### src/rtl/rx_frame_decoder.sv
// rx_frame_decoder: two-wire ordered-transition receiver.
// Decodes symbols, assembles words, valid/ready output stage.
module rx_frame_decoder #(
   parameter  int DATA_W      = 8,
   parameter  int SYNC_STAGES = 2,
   parameter  int ERR_W       = 8,
   localparam int CW          = $clog2(DATA_W+1)
) (
   input  logic              clk,
   input  logic              reset,
   input  logic              ZERO_IN,
   input  logic              ONE_IN,
   output logic              link_ack,
   output logic [DATA_W-1:0] out_data,
   output logic [CW-1:0]     out_nbits,
   output logic              out_last,
   output logic              out_valid,
   input  logic              out_ready,
   output logic              in_frame,
   output logic              sym_x0,
   output logic              err,
   output logic [ERR_W-1:0]  err_count
);

   typedef enum logic [3:0] {
      ST_IDLE, ST_Z1, ST_O1, ST_ZO, ST_OZ,
      ST_ZO_ODN, ST_ZO_ZDN, ST_OZ_ODN, ST_OZ_ZDN
   } st_e;

   typedef enum logic [2:0] {
      SYM_ZERO, SYM_ONE, SYM_FS, SYM_X0, SYM_FE, SYM_FD
   } sym_e;

   logic [SYNC_STAGES-1:0] zs_q, os_q;
   logic                   zp_q, op_q;
   logic                   z, o, zr, zf, orr, of, both, rise;

   st_e                    st_q, st_d;
   logic                   wait_q, wait_d;
   logic                   done, derr;
   sym_e                   dsym;

   logic                   pend_q, pend_d;
   sym_e                   psym_q;
   logic [DATA_W-1:0]      acc_q, acc_d, bit_acc;
   logic [CW-1:0]          cnt_q, cnt_d;
   logic                   inf_q, inf_d;
   logic                   perr, px0;

   logic [DATA_W-1:0]      od_q, od_d;
   logic [CW-1:0]          on_q, on_d;
   logic                   ol_q, ol_d;
   logic                   ov_q, ov_d;
   logic                   err_q, x0_q;
   logic [ERR_W-1:0]       ec_q;
   logic                   free;

   assign z    = zs_q[SYNC_STAGES-1];
   assign o    = os_q[SYNC_STAGES-1];
   assign zr   = z & ~zp_q;
   assign zf   = ~z & zp_q;
   assign orr  = o & ~op_q;
   assign of   = ~o & op_q;
   assign both = (z ^ zp_q) & (o ^ op_q);
   assign rise = zr | orr;

   // Input synchronisers and previous-sample registers for edge detection
   always_ff @(posedge clk or negedge reset) begin
      if (!reset) begin
         zs_q <= '0;
         os_q <= '0;
         zp_q <= 1'b0;
         op_q <= 1'b0;
      end else begin
         zs_q <= {zs_q[SYNC_STAGES-2:0], ZERO_IN};
         os_q <= {os_q[SYNC_STAGES-2:0], ONE_IN};
         zp_q <= z;
         op_q <= o;
      end
   end

   // Decoder state; after any wire error we ignore the link until 00
   always_ff @(posedge clk or negedge reset) begin
      if (!reset) begin
         st_q   <= ST_IDLE;
         wait_q <= 1'b0;
      end else begin
         st_q   <= st_d;
         wait_q <= wait_d;
      end
   end

   // Next-state decode from the order of rise/fall events
   always_comb begin
      st_d   = st_q;
      wait_d = wait_q;
      done   = 1'b0;
      derr   = 1'b0;
      dsym   = SYM_ZERO;
      if (rise && pend_q) begin
         derr   = 1'b1;
         wait_d = 1'b1;
         st_d   = ST_IDLE;
      end else if (wait_q) begin
         if (!z && !o) wait_d = 1'b0;
      end else if (both) begin
         derr   = 1'b1;
         wait_d = 1'b1;
         st_d   = ST_IDLE;
      end else begin
         unique case (st_q)
            ST_IDLE: begin
               if (zr)       st_d = ST_Z1;
               else if (orr) st_d = ST_O1;
            end
            ST_Z1: begin
               if (zf) begin
                  done = 1'b1;
                  dsym = SYM_ZERO;
                  st_d = ST_IDLE;
               end else if (orr) st_d = ST_ZO;
            end
            ST_O1: begin
               if (of) begin
                  done = 1'b1;
                  dsym = SYM_ONE;
                  st_d = ST_IDLE;
               end else if (zr) st_d = ST_OZ;
            end
            ST_ZO: begin
               if (of)      st_d = ST_ZO_ODN;
               else if (zf) st_d = ST_ZO_ZDN;
            end
            ST_OZ: begin
               if (of)      st_d = ST_OZ_ODN;
               else if (zf) st_d = ST_OZ_ZDN;
            end
            ST_ZO_ODN, ST_OZ_ODN: begin
               if (zf) begin
                  done = 1'b1;
                  dsym = (st_q == ST_ZO_ODN) ? SYM_FS : SYM_FE;
                  st_d = ST_IDLE;
               end else if (orr) begin
                  derr   = 1'b1;
                  wait_d = 1'b1;
                  st_d   = ST_IDLE;
               end
            end
            ST_ZO_ZDN, ST_OZ_ZDN: begin
               if (of) begin
                  done = 1'b1;
                  dsym = (st_q == ST_ZO_ZDN) ? SYM_X0 : SYM_FD;
                  st_d = ST_IDLE;
               end else if (zr) begin
                  derr   = 1'b1;
                  wait_d = 1'b1;
                  st_d   = ST_IDLE;
               end
            end
            default: st_d = ST_IDLE;
         endcase
      end
   end

   assign free    = !ov_q || out_ready;
   assign bit_acc = acc_q | (DATA_W'(psym_q == SYM_ONE) << cnt_q);

   // Symbol processing, stalled only when a word must load into a busy output
   always_comb begin
      pend_d = pend_q;
      acc_d  = acc_q;
      cnt_d  = cnt_q;
      inf_d  = inf_q;
      perr   = 1'b0;
      px0    = 1'b0;
      od_d   = od_q;
      on_d   = on_q;
      ol_d   = ol_q;
      ov_d   = ov_q & ~out_ready;
      if (pend_q) begin
         pend_d = 1'b0;
         unique case (psym_q)
            SYM_FS: begin
               perr  = inf_q;
               inf_d = 1'b1;
               acc_d = '0;
               cnt_d = '0;
            end
            SYM_ZERO, SYM_ONE: begin
               if (!inf_q) begin
                  perr = 1'b1;
               end else if (cnt_q != CW'(DATA_W-1)) begin
                  acc_d = bit_acc;
                  cnt_d = cnt_q + CW'(1);
               end else if (free) begin
                  od_d  = bit_acc;
                  on_d  = CW'(DATA_W);
                  ol_d  = 1'b0;
                  ov_d  = 1'b1;
                  acc_d = '0;
                  cnt_d = '0;
               end else begin
                  pend_d = 1'b1;
               end
            end
            SYM_FE: begin
               if (!inf_q) begin
                  perr = 1'b1;
               end else if (free) begin
                  od_d  = acc_q;
                  on_d  = cnt_q;
                  ol_d  = 1'b1;
                  ov_d  = 1'b1;
                  inf_d = 1'b0;
                  acc_d = '0;
                  cnt_d = '0;
               end else begin
                  pend_d = 1'b1;
               end
            end
            SYM_FD: begin
               perr  = !inf_q;
               inf_d = 1'b0;
               acc_d = '0;
               cnt_d = '0;
            end
            SYM_X0:  px0 = 1'b1;
            default: pend_d = 1'b0;
         endcase
      end
      if (done) pend_d = 1'b1;
   end

   // Pending symbol, frame accumulator and output register
   always_ff @(posedge clk or negedge reset) begin
      if (!reset) begin
         pend_q <= 1'b0;
         psym_q <= SYM_ZERO;
         acc_q  <= '0;
         cnt_q  <= '0;
         inf_q  <= 1'b0;
         od_q   <= '0;
         on_q   <= '0;
         ol_q   <= 1'b0;
         ov_q   <= 1'b0;
      end else begin
         pend_q <= pend_d;
         if (done) psym_q <= dsym;
         acc_q  <= acc_d;
         cnt_q  <= cnt_d;
         inf_q  <= inf_d;
         od_q   <= od_d;
         on_q   <= on_d;
         ol_q   <= ol_d;
         ov_q   <= ov_d;
      end
   end

   // Error / X0 pulses and saturating error counter
   always_ff @(posedge clk or negedge reset) begin
      if (!reset) begin
         err_q <= 1'b0;
         x0_q  <= 1'b0;
         ec_q  <= '0;
      end else begin
         err_q <= derr | perr;
         x0_q  <= px0;
         if ((derr | perr) && ec_q != '1) ec_q <= ec_q + ERR_W'(1);
      end
   end

   assign link_ack  = pend_q;
   assign out_data  = od_q;
   assign out_nbits = on_q;
   assign out_last  = ol_q;
   assign out_valid = ov_q;
   assign in_frame  = inf_q;
   assign sym_x0    = x0_q;
   assign err       = err_q;
   assign err_count = ec_q;

endmodule

### config.mk
export PLATFORM = sky130hd
export DESIGN_NAME = rx_frame_decoder
export DESIGN_NICKNAME = d
export VERILOG_FILES = /design/src/rtl/rx_frame_decoder.sv
export SDC_FILE = /design/constraint.sdc
export NUM_CORES = 1
export LEC_CHECK = 0
export CAP_MARGIN = 20
export CORE_MARGIN = 2
export CORE_UTILIZATION = 45
export CTS_BUF_LIST = sky130_fd_sc_hd__clkbuf_8 sky130_fd_sc_hd__clkbuf_16
export DETAILED_ROUTE_END_ITERATION = 8
export PLACE_DENSITY = 0.66
export SYNTH_ARGS = -nofsm -noshare
export SYNTH_HDL_FRONTEND = slang
export SYNTH_SLANG_ARGS = --single-unit
### constraint.sdc
create_clock -name clk -period 3 [get_ports clk]
set_input_delay 0.45 -clock clk [delete_from_list [all_inputs] [get_ports clk]]
set_output_delay 0.45 -clock clk [all_outputs]
set_load 0.02 [all_outputs]
* Word level (Yosys, flattened, before mapping) *
Index checks and enable logic that the tools add are counted.

cells by class
  $add $sub $neg = 2
  multiply operators = 0
  div/mod/pow operators = 0
  $lt $le $gt $ge = 0
  eq/ne operators = 28
  shift operators = 1
  mux-type cells = 91
  bitwise gates (word level) = 16
  reductions and logical operators = 24

operator list
  operator                                                          number
  4-bit 2-to-1 mux                                                  26
  8-bit 2-to-1 mux                                                  9
  1-bit 2-to-1 mux                                                  36
  5-bit != test (second input constant)                             7
  4-bit case mux with 7 select lines                                1
  8-bit case mux with 3 select lines                                1
  3-bit 2-to-1 mux                                                  7
  4-bit by 3-bit == test with 1-bit output (second input constant)  4
  8-bit case mux with 2 select lines                                1
  4-bit case mux with 3 select lines                                1
  2-bit != test (second input constant)                             5
  1-bit case mux with 2 select lines                                5
  3-bit case mux with 3 select lines                                1
  3-bit OR reduction                                                3
  8-bit by 1-bit adder with 8-bit output (second input constant)    1
  4-bit by 2-bit == test with 1-bit output (second input constant)  2
  8-bit != test (second input constant)                             1
  8-bit bitwise OR                                                  1
  4-bit case mux with 2 select lines                                1
  8-bit AND reduction                                               1
  2-bit OR reduction                                                4
  1-bit by 4-bit left shift with 8-bit output                       1
  7-bit AND reduction                                               1
  1-bit AND                                                         6
  other kinds (21)                                                  36

word-level totals
  bits in registers = 52
  bits in latches = 0
  bits in writable memories = 0
  ROM bits = 0
  input bits = 5
  output and inout bits = 26
  word-level logic and storage cells = 180
  memories = 0

* Longest topological paths before layout *
Gate-level depths: netlist of run 1.

  word-level depth = 10
  gate-level depth with buffers = 7
  gate-level depth less buffers = 7

* Worst setup path before layout of run 1 *
OpenSTA, ideal clock, no wires.

  path kind = flip-flop to flip-flop
  from = register zs_q[1]
  to = register ec_q[1], in the netlist err_count[1]
  arrival = 1.860 ns
  setup slack = 1.015 ns
  stages on the path, launching flop included = 7
  buffers on the path = 0
  period minus slack after synthesis = 1.985 ns
  cell sequence = dfrtp_1 ha_1 o21ai_2 o21ai_2 o31ai_4 o2bb2ai_1 mux2_4

between the ends
  longest elaborated chain between the ends = 9
  elaborated cells between the ends (all ways) = 16
  those cells by class = mux (7); bitwise (7); reduce/logical (2)

RTL lines
  what                                                  line      text
  from (decl)                                           34        logic [SYNC_STAGES-1:0] zs_q, os_q;
  from (signal assigned)                                75        zs_q <= {zs_q[SYNC_STAGES-2:0], ZERO_IN};
  1-bit AND / 1-bit NOT (equally long branches)         60, 61
  1-bit 2-to-1 mux / 1-bit AND (equally long branches)  154, 61
  1-bit 2-to-1 mux (on tied branches)                   150, 139
  1-bit case mux with 2 select lines                    111       unique case (st_q)
  1-bit 2-to-1 mux                                      106       end else if (both) begin
  1-bit 2-to-1 mux                                      104       end else if (wait_q) begin
  1-bit 2-to-1 mux *                                    100       if (rise && pend_q) begin
  1-bit bitwise OR *                                    268       if ((derr | perr) && ec_q != '1) ec_q <= ec_q + ERR_W'(1);
  1-bit logical AND *                                   268
  to (signal assigned)                                  268
  to (decl)                                             55        logic [ERR_W-1:0] ec_q;

Mark *: on every way between the ends. The rest lies on a longest branch, timed or not.
A chain may end at the register's enable or synchronous reset.

* Worst setup path in the final report of run 1 *
Same ends and word-level chain as after synthesis.

==> results.txt, run 1 <==
----------------------------------------------------
[Finish]
  Most common library cell in the layout ignoring fill and taps ... sky130_fd_sc_hd__dfrtp_1
  Number of antenna cells inserted ... 0
  Most used cells in the layout excluding fill and tap cells ... 52 x sky130_fd_sc_hd__dfrtp_1, 32 x sky130_fd_sc_hd__nand2_1, 29 x sky130_fd_sc_hd__clkdlybuf4s50_1
  Share of cells above drive strength 1 ... a little under an eighth
  Final core utilization ... a little over half
  Nets ... 316
  Layout Area Growth over Synthesis ... 15.8%

[Floorplanning]
  Die boundary height ... about 82 µm
  Core footprint ... 0.00589 mm²
  Initial cell density of the core ... between 40% and 50%
  Full die area ... 0.00666 mm²
  Ports placed on the boundary ... 31
  Die X ... 81.6 µm
  Row Count ... 28

[Route]
  Routed wire length ... between 5000 and 6000 µm
  DRT antenna net count ... 0
  Drt drc ... 0
  Iteration count of the initial detailed-routing pass ... 4
  Detailed-route wire length per cell ... about 14 µm
  Via count ... 2062
  Average vias per placed instance ... roughly 5.4
  DR iter-0 viols ... between 90 and 100

[Timing]
  Relative slew slack ... ~56%
  Timing-limited maximum frequency ... about 460 MHz
  Clock skew ... 0.0140 ns
  Shortest clock period the worst path allows after layout ... between 2 and 2.5 ns
  Post-route worst setup slack ... around 0.83 ns
  Sum of negative setup slack ... 0 ns
  Setup repair after global routing missed its margin ... no
  Period Utilization, post-route ... roughly 72%
  Slew at the pin closest to its max-slew limit ... about 0.65 ns
  Number of failing setup endpoints in the final timing report ... 0
  Number of hold-slack violations in the final timing report ... 0
  Final Max Slew Viols ... 0

[Global routing]
  Vias in the first global route ... ~1900
  Remaining global-route overflow ... 0
  Global-route wire length before repair ... between 8000 and 9000 µm
  Number of antenna violations at the first check in global routing ... 0
  Maximum number of pins on one net before global-route repair ... 37
  Global Route Usage Sum ... roughly 17%

[Yosys]
  Share of cell area taken by muxes after synthesis ... under 10%
  Post-synthesis cell type with the largest combined area ... sky130_fd_sc_hd__dfrtp_1
  Number of distinct library cells after synthesis ... 56
  Leading register cell type out of synthesis ... sky130_fd_sc_hd__dfrtp_1
  Cells after synthesis ... 280
  Share of synthesized registers carrying an async set or reset ... 100%
  Cell area after synthesis ... approximately 0.0027 mm²
  Count of flip-flops with a built-in enable after synthesis ... 0
  Syn_nets ... ~290
  Fraction of the yosys area taken by sequential cells ... 48.0%
  Arithmetic-cell share of the synthesized area counting full adders, half adders and majority gates ... 2.77%
  Register bit total from synthesis ... between 50 and 60
  Compound-gate portion of the synthesized area ... between 10% and 20%
  Simple-gate share of the synthesized area ... 20.8%
  Area share of the leading cell type in the synthesized netlist ... a little under half
  Largest family of logic cells by synthesized area ... simple AND/OR/NAND/NOR gates
  XOR/XNOR share of the synthesized area ... less than 1%
  Synthesized area per cell ... slightly below 10 µm²
  Ranking of synthesized cells by area ... sky130_fd_sc_hd__dfrtp_1 48%, sky130_fd_sc_hd__mux2_2 5.8%, sky130_fd_sc_hd__nand2_1 4.4%, sky130_fd_sc_hd__a21oi_1 4.2%, sky130_fd_sc_hd__o21ai_0 3.5%
  Number of warnings issued by yosys ... 0

[Clock network]
  Num CTS Buffers ... 5
  TritonCTS clock tree ... done
  Clock-pin slew reported for the worst setup and hold paths after clock tree synthesis ... about 0.11 ns
  Worst-case clock buffer depth ... 2
  CTS Root Buffer Type ... sky130_fd_sc_hd__clkbuf_8
  Clock Sinks ... between 50 and 60
  Skew-Pair Late Insertion Delay ... roughly 0.32 ns
  Hold Buf Count CTS ... 0
  Number of resized instances in the post-cts repair step ... 0
  CTS H-tree depth ... 2
  Total setup buffers inserted after CTS ... 0

[Power]
  Combinational power share ... a little over a third
  Total power ... between 2 and 2.5 mW
  Switch share ... 38.8%
  Fraction of power consumed by sequential logic ... between 40% and 50%
  Maximum vdd drop ... between 400 and 500 µV
  Clock network fraction of design power ... 18.0%
  Static Leakage ... around 1.3 nW
  Pwr Density ... around 750 mW/mm²
  Internal Power ... about 1.4 mW
  Net switching power ... just over 900 µW

[Hold path]
  Tightest Hold Check Type ... primary input to async pin

[Worst setup path]
  Crit-path cells ... ha_1 > o21ai_2 > o21ai_2 > o31ai_4 > o2bb2ai_1 > mux2_4
  Logic depth of the worst path, buffers included ... 6
  Endpoint type of the worst setup path ... flip-flop
  Worst setup path class ... flip-flop to flip-flop
  Crit path arrival time ... ~2.4 ns
  Delay-heaviest family, CP ... compound AO/OA/AOI/OAI gates
  Total buffers and inverters traversed by the critical path ... 0
  FF-to-FF path depth ... 6
  Dominant cell type by count on the critical path ... sky130_fd_sc_hd__o21ai_2
  Critical path's largest stage delay ... about 0.44 ns
  Worst path slowest cell ... sky130_fd_sc_hd__o31ai_4
  Worst-path fanout max ... 9
  Critical Path RT ... ~3.2 ns
  Startpoint types ... flip-flop

[Place]
  Post-place setup slack ... around 0.84 ns
  Placer's final routability congestion estimate ... approximately 0.9
  Total half-perimeter wirelength after legalization and detailed placement ... roughly 3600 µm
  Count of input and output buffers ... 30

[Flow run]
  Max Cap Viol ... 0

[Status]
  Status ... completed

----------------------------------------------------
-- through the flow --
step,cell area [µm²],std cells,hold WS [ns]
floorplan,2710,280,0.154
global route,3140,381,0.0451
finish,3140,381,0.0236
CTS,3140,381,0.0338
global placement,3050,373,0.338
detailed placement,3050,373,0.337
-- sequential cells by signal, indices dropped and copies added (netlist names), 2 cells and up --
signal and count:
cnt_q 4, out_data 8, err_count 8, os_q 2, acc_q 8, st_q 4, zs_q 2, psym_q 3
out_nbits 4
-- final timing paths --
path                               from           end  slack, ns
worst max-delay path            zs_q[1]  err_count[1]       0.83
worst min-delay path              reset      out_last       0.02
worst max register to register  zs_q[1]  err_count[1]       0.83
worst min register to register  zs_q[0]       zs_q[1]       0.37
max in group asynchronous         reset        wait_q       2.19
min in group clk                zs_q[0]       zs_q[1]       0.37
-- per-layer routing --
metal | vias up | share of wire [%] | GRT usage (%)
met5 | - | 0 | 0
met4 | 0 | 1.3 | 5.00
met3 | 7 | 3.7 | 3.63
met2 | 45 | 45 | 25.8
met1 | 970 | 50 | 24.0
li1 | 1040 | - | -
-- synth_stat cells (2+ instances only) --
cell / number
sky130_fd_sc_hd__nor2b_1: 10
sky130_fd_sc_hd__buf_2: 5
sky130_fd_sc_hd__nand3_1: 10
sky130_fd_sc_hd__nor3b_1: 2
sky130_fd_sc_hd__and3_1: 2
sky130_fd_sc_hd__a21oi_1: 23
sky130_fd_sc_hd__nor2_1: 23
sky130_fd_sc_hd__ha_1: 6
sky130_fd_sc_hd__inv_1: 11
sky130_fd_sc_hd__and2_1: 3
sky130_fd_sc_hd__nor3_1: 6
sky130_fd_sc_hd__nand3b_1: 2
sky130_fd_sc_hd__o31ai_1: 2
sky130_fd_sc_hd__o21ai_2: 2
sky130_fd_sc_hd__o22ai_1: 2
sky130_fd_sc_hd__nand2b_1: 6
sky130_fd_sc_hd__dfrtp_1: 52
sky130_fd_sc_hd__nand2_1: 32
sky130_fd_sc_hd__clkbuf_1: 7
sky130_fd_sc_hd__o2111ai_1: 2
sky130_fd_sc_hd__and3b_1: 2
sky130_fd_sc_hd__o21ai_0: 19
sky130_fd_sc_hd__nand4_1: 2
sky130_fd_sc_hd__a31oi_1: 4
sky130_fd_sc_hd__mux2_2: 14
-- cells by family after synthesis --
family	Yosys count
muxes	17
AOI/OAI and AO/OA	70
DFF	52
and+or+nand+nor	108
adders and majority gates	6
xor gates and xnor gates	2
buffers and inverters	25
-- power by group through the flow --
stage / sequential [mW] / combinational, mW / clock, mW
after floorplan: 1.05 / 0.628 / 0
final: 1.11 / 0.814 / 0.423
after global placement: 1.12 / 0.808 / 0
after detailed placement: 1.12 / 0.816 / 0
after global routing: 1.15 / 0.906 / 0.467
after CTS: 1.11 / 0.821 / 0.441
-- final cells by class --
class,count,area (µm²)
repair buffers,32,310
well taps,75,93.8
clock buffers,5,68.8
clock inverters,3,25.0
flip-flops and latches,52,1300
multi-input cells,203,1300
fillers,573,2750
inverters,11,41.3
No activity file was read; power rests on OpenSTA's default activity.
==> run 2: changes to the inputs <==
==> constraint.sdc (replaced) <==
create_clock -name clk -period 2.1 [get_ports clk]
set_input_delay 0.315 -clock clk [delete_from_list [all_inputs] [get_ports clk]]
set_output_delay 0.315 -clock clk [all_outputs]
set_load 0.02 [all_outputs]
==> run 2 against run 1 <==
Effect of this change: clock power increased by 36%; flip-flop and latch count unchanged; die area unchanged; wire length increased by 2.4%; critical path type unchanged; global-route usage increased by 0.59 points; utilization increased by 3.5 points; sequential share of layout area decreased by 2.5 points; design area increased by 6.5%; fmax increased by 3.5%; register-to-register slack got worse by 0.83 ns; non-clock buffer count increased by 20; power increased by 49%.
==> results.txt, run 2 (same netlist as run 1, synthesis figures left out) <==
----------------------------------------------------
[Status]
  Status ... completed (unchanged)

[Power]
  Maximum vdd drop ... 590 µV (was 440 µV)
  Total power ... 3.49 mW (was 2.35 mW)
  Combinational power share ... 41.9% (was 34.7%)
  Net switching power ... 1.32 mW (was 911 µW)
  Fraction of power consumed by sequential logic ... 41.6% (was 47.3%)
  Clock network fraction of design power ... 16.5% (was 18.0%)
  Internal Power ... 2.17 mW (was 1.44 mW)
  Static Leakage ... 1.44 nW (was 1.33 nW)
  Switch share ... 37.8% (was 38.8%)
  Pwr Density ... 1040 mW/mm² (was 748 mW/mm²)

[Finish]
  Final core utilization ... 56.8% (was 53.3%)
  Most common library cell in the layout ignoring fill and taps ... sky130_fd_sc_hd__dfrtp_1 (unchanged)
  Multi-input gate area in the final layout ... 0.00134 mm² (was 0.00130 mm²)
  Share of cells above drive strength 1 ... 17.8% (was 11.4%)
  Count of filler cells inserted in the layout ... 527 (was 573)
  Layout Area Growth over Synthesis ... 23.4% (was 15.8%)
  Flip-flop and latch area ... 0.00130 mm² (unchanged)
  Number of antenna cells inserted ... 0 (unchanged)
  Most used cells in the layout excluding fill and tap cells ... 52 x sky130_fd_sc_hd__dfrtp_1, 32 x sky130_fd_sc_hd__nand2_1, 29 x sky130_fd_sc_hd__clkdlybuf4s50_1 (unchanged)
  Nets ... 336 (was 316)

[Timing]
  Post-route worst setup slack ... 0.00709 ns (was 0.835 ns)
  Smallest hold slack ... 0.360 ns (was 0.0236 ns)
  Final Max Slew Viols ... 0 (unchanged)
  Sum of negative setup slack ... 0 ns (unchanged)
  Shortest clock period the worst path allows after layout ... 2.09 ns (was 2.17 ns)
  Clock skew ... 0.0180 ns (was 0.0140 ns)
  Timing-limited maximum frequency ... 478 MHz (was 462 MHz)
  Setup repair after global routing missed its margin ... yes (was no)
  Period Utilization, post-route ... 99.7% (was 72.2%)
  Number of failing setup endpoints in the final timing report ... 0 (unchanged)
  Relative slew slack ... 74.9% (was 56.3%)
  Slew at the pin closest to its max-slew limit ... 0.371 ns (was 0.651 ns)
  Number of hold-slack violations in the final timing report ... 0 (unchanged)

[Clock network]
  Worst-case clock buffer depth ... 2 (unchanged)
  Skew-Pair Late Insertion Delay ... 0.31 ns (was 0.32 ns)
  Clock Sinks ... 52 (unchanged)
  Num CTS Buffers ... 5 (unchanged)
  TritonCTS clock tree ... done (unchanged)
  CTS H-tree depth ... 2 (unchanged)
  Clock-pin slew reported for the worst setup and hold paths after clock tree synthesis ... 0.09 ns (was 0.11 ns)
  CTS Root Buffer Type ... sky130_fd_sc_hd__clkbuf_8 (unchanged)

[Place]
  Post-place setup slack ... 0.0481 ns (was 0.844 ns)
  Count of input and output buffers ... 30 (unchanged)
  Total half-perimeter wirelength after legalization and detailed placement ... 3760 µm (was 3630 µm)
  Placer's final routability congestion estimate ... 0.857 (was 0.902)

[Route]
  DR iter-0 viols ... 125 (was 95)
  Iteration count of the initial detailed-routing pass ... 4 (unchanged)
  Routed wire length ... 5270 µm (was 5150 µm)
  DRT antenna net count ... 0 (unchanged)
  Drt drc ... 0 (unchanged)
  Average vias per placed instance ... 5.33 (was 5.41)
  Detailed-route wire length per cell ... 13.1 µm (was 13.5 µm)
  Via count ... 2137 (was 2062)

[Global routing]
  Number of antenna violations at the first check in global routing ... 0 (unchanged)
  Global Route Usage Sum ... 17.4% (was 16.8%)
  Vias in the first global route ... 2039 (was 1856)
  Maximum number of pins on one net before global-route repair ... 53 (was 37)
  Remaining global-route overflow ... 0 (unchanged)
  Global-route wire length before repair ... 9090 µm (was 8650 µm)

[Floorplanning]
  Die X ... 81.6 µm (unchanged)
  Core footprint ... 0.00589 mm² (unchanged)
  Full die area ... 0.00666 mm² (unchanged)
  Row Count ... 28 (unchanged)
  Initial cell density of the core ... 46.1% (unchanged)
  Ports placed on the boundary ... 31 (unchanged)
  Die boundary height ... 81.6 µm (unchanged)

[Worst setup path]
  Worst-path fanout max ... 7 (was 9)
  Critical Path RT ... 2.29 ns (was 3.20 ns)
  Startpoint types ... flip-flop (unchanged)
  Crit-path cells ... inv_1 > ha_2 > or3_4 > nor3_4 > o31ai_4 > buf_6 > a21oi_4 > mux2_4 (was ha_1 > o21ai_2 > o21ai_2 > o31ai_4 > o2bb2ai_1 > mux2_4)
  Critical path's largest stage delay ... 0.40 ns (was 0.44 ns)
  Worst setup path class ... flip-flop to flip-flop (unchanged)
  Endpoint type of the worst setup path ... flip-flop (unchanged)
  Crit path arrival time ... 2.29 ns (was 2.37 ns)
  Worst path slowest cell ... sky130_fd_sc_hd__dfrtp_1 (was sky130_fd_sc_hd__o31ai_4)

[Hold path]
  Tightest Hold Check Type ... flip-flop to flip-flop (was primary input to async pin)

[Flow run]
  Max Cap Viol ... 0 (unchanged)

----------------------------------------------------
## run 2: changes by cell type in the layout (fill, tap and decap cells not counted), moves of 2 or more
cell | previous run | this run
sky130_fd_sc_hd__buf_4 | 2 | 19
sky130_fd_sc_hd__a21oi_4 | 0 | 2
sky130_fd_sc_hd__mux2_4 | 1 | 4
sky130_fd_sc_hd__mux2_2 | 14 | 11
sky130_fd_sc_hd__a21oi_1 | 23 | 21
## run 2: layout make-up
cell class,count,share of cell area (%)
Multi-Input combinational cell,203,40.0
Timing Repair Buffer,52,14.3
Sequential cell,52,38.9
Tap cell,75,2.81
Clock inverter,3,0.636
Clock buffer,5,2.06
Inverter,11,1.23
## run 2: critical path: cells and delay by family (launching register included)
kind | cells | cell delay, ns
muxes | 1 | 0.31
AOI/OAI and AO/OA | 2 | 0.28
adders and majority gates | 1 | 0.19
and+or+nand+nor | 2 | 0.57
DFF | 1 | 0.40
buffers and inverters | 2 | 0.22
## run 2: final timing paths
| kind | slack, ns | from | end | depth (start not counted) |
|---|---|---|---|---|
| hold reg to reg | 0.36 | os_q[0] | os_q[1] | 0 |
| max in group asynchronous | 1.34 | reset | err_count[7] | 3 |
| min in group asynchronous | 0.52 | reset | cnt_q[3] | 3 |
| hold / removal | 0.36 | os_q[0] | os_q[1] | 0 |
| setup / recovery | 0.007 | os_q[1] | err_count[3] | 8 |
| setup reg to reg | 0.007 | os_q[1] | err_count[3] | 8 |
## run 2: power by group through the flow
| stage | combinational (mW) | clock (mW) | sequential [mW] |
|---|---|---|---|
| final | 1.46 | 0.576 | 1.45 |
| after floorplan | 0.897 | 0 | 1.50 |
| after global routing | 1.63 | 0.636 | 1.50 |
| after CTS | 1.42 | 0.592 | 1.45 |
| after detailed placement | 1.41 | 0 | 1.47 |
| after global placement | 1.38 | 0 | 1.47 |
## run 2: repair_timing
action,in CTS,in global routing
endpoints found under the hold margin,43,0
hold buffers,1,0
gates resized for setup,0,11
endpoints found under the setup margin,0,4
setup buffers,0,2
## run 2: per-stage QoR
step / cells / area (µm²)
2_1_floorplan: 280 / 2710
3_3_place_gp: 390 / 3190
3_5_place_dp: 390 / 3190
4_1_cts: 399 / 3290
5_1_grt: 401 / 3340
6_report: 401 / 3340
## run 2: per-layer routing
metal	vias to the layer above	wire length, µm	GRT usage (%)
met5	-	0	0
met4	0	47	4.50
met2	43	2440	29.0
met1	1011	2580	23.1
met3	5	209	3.74
li1	1078	-	-
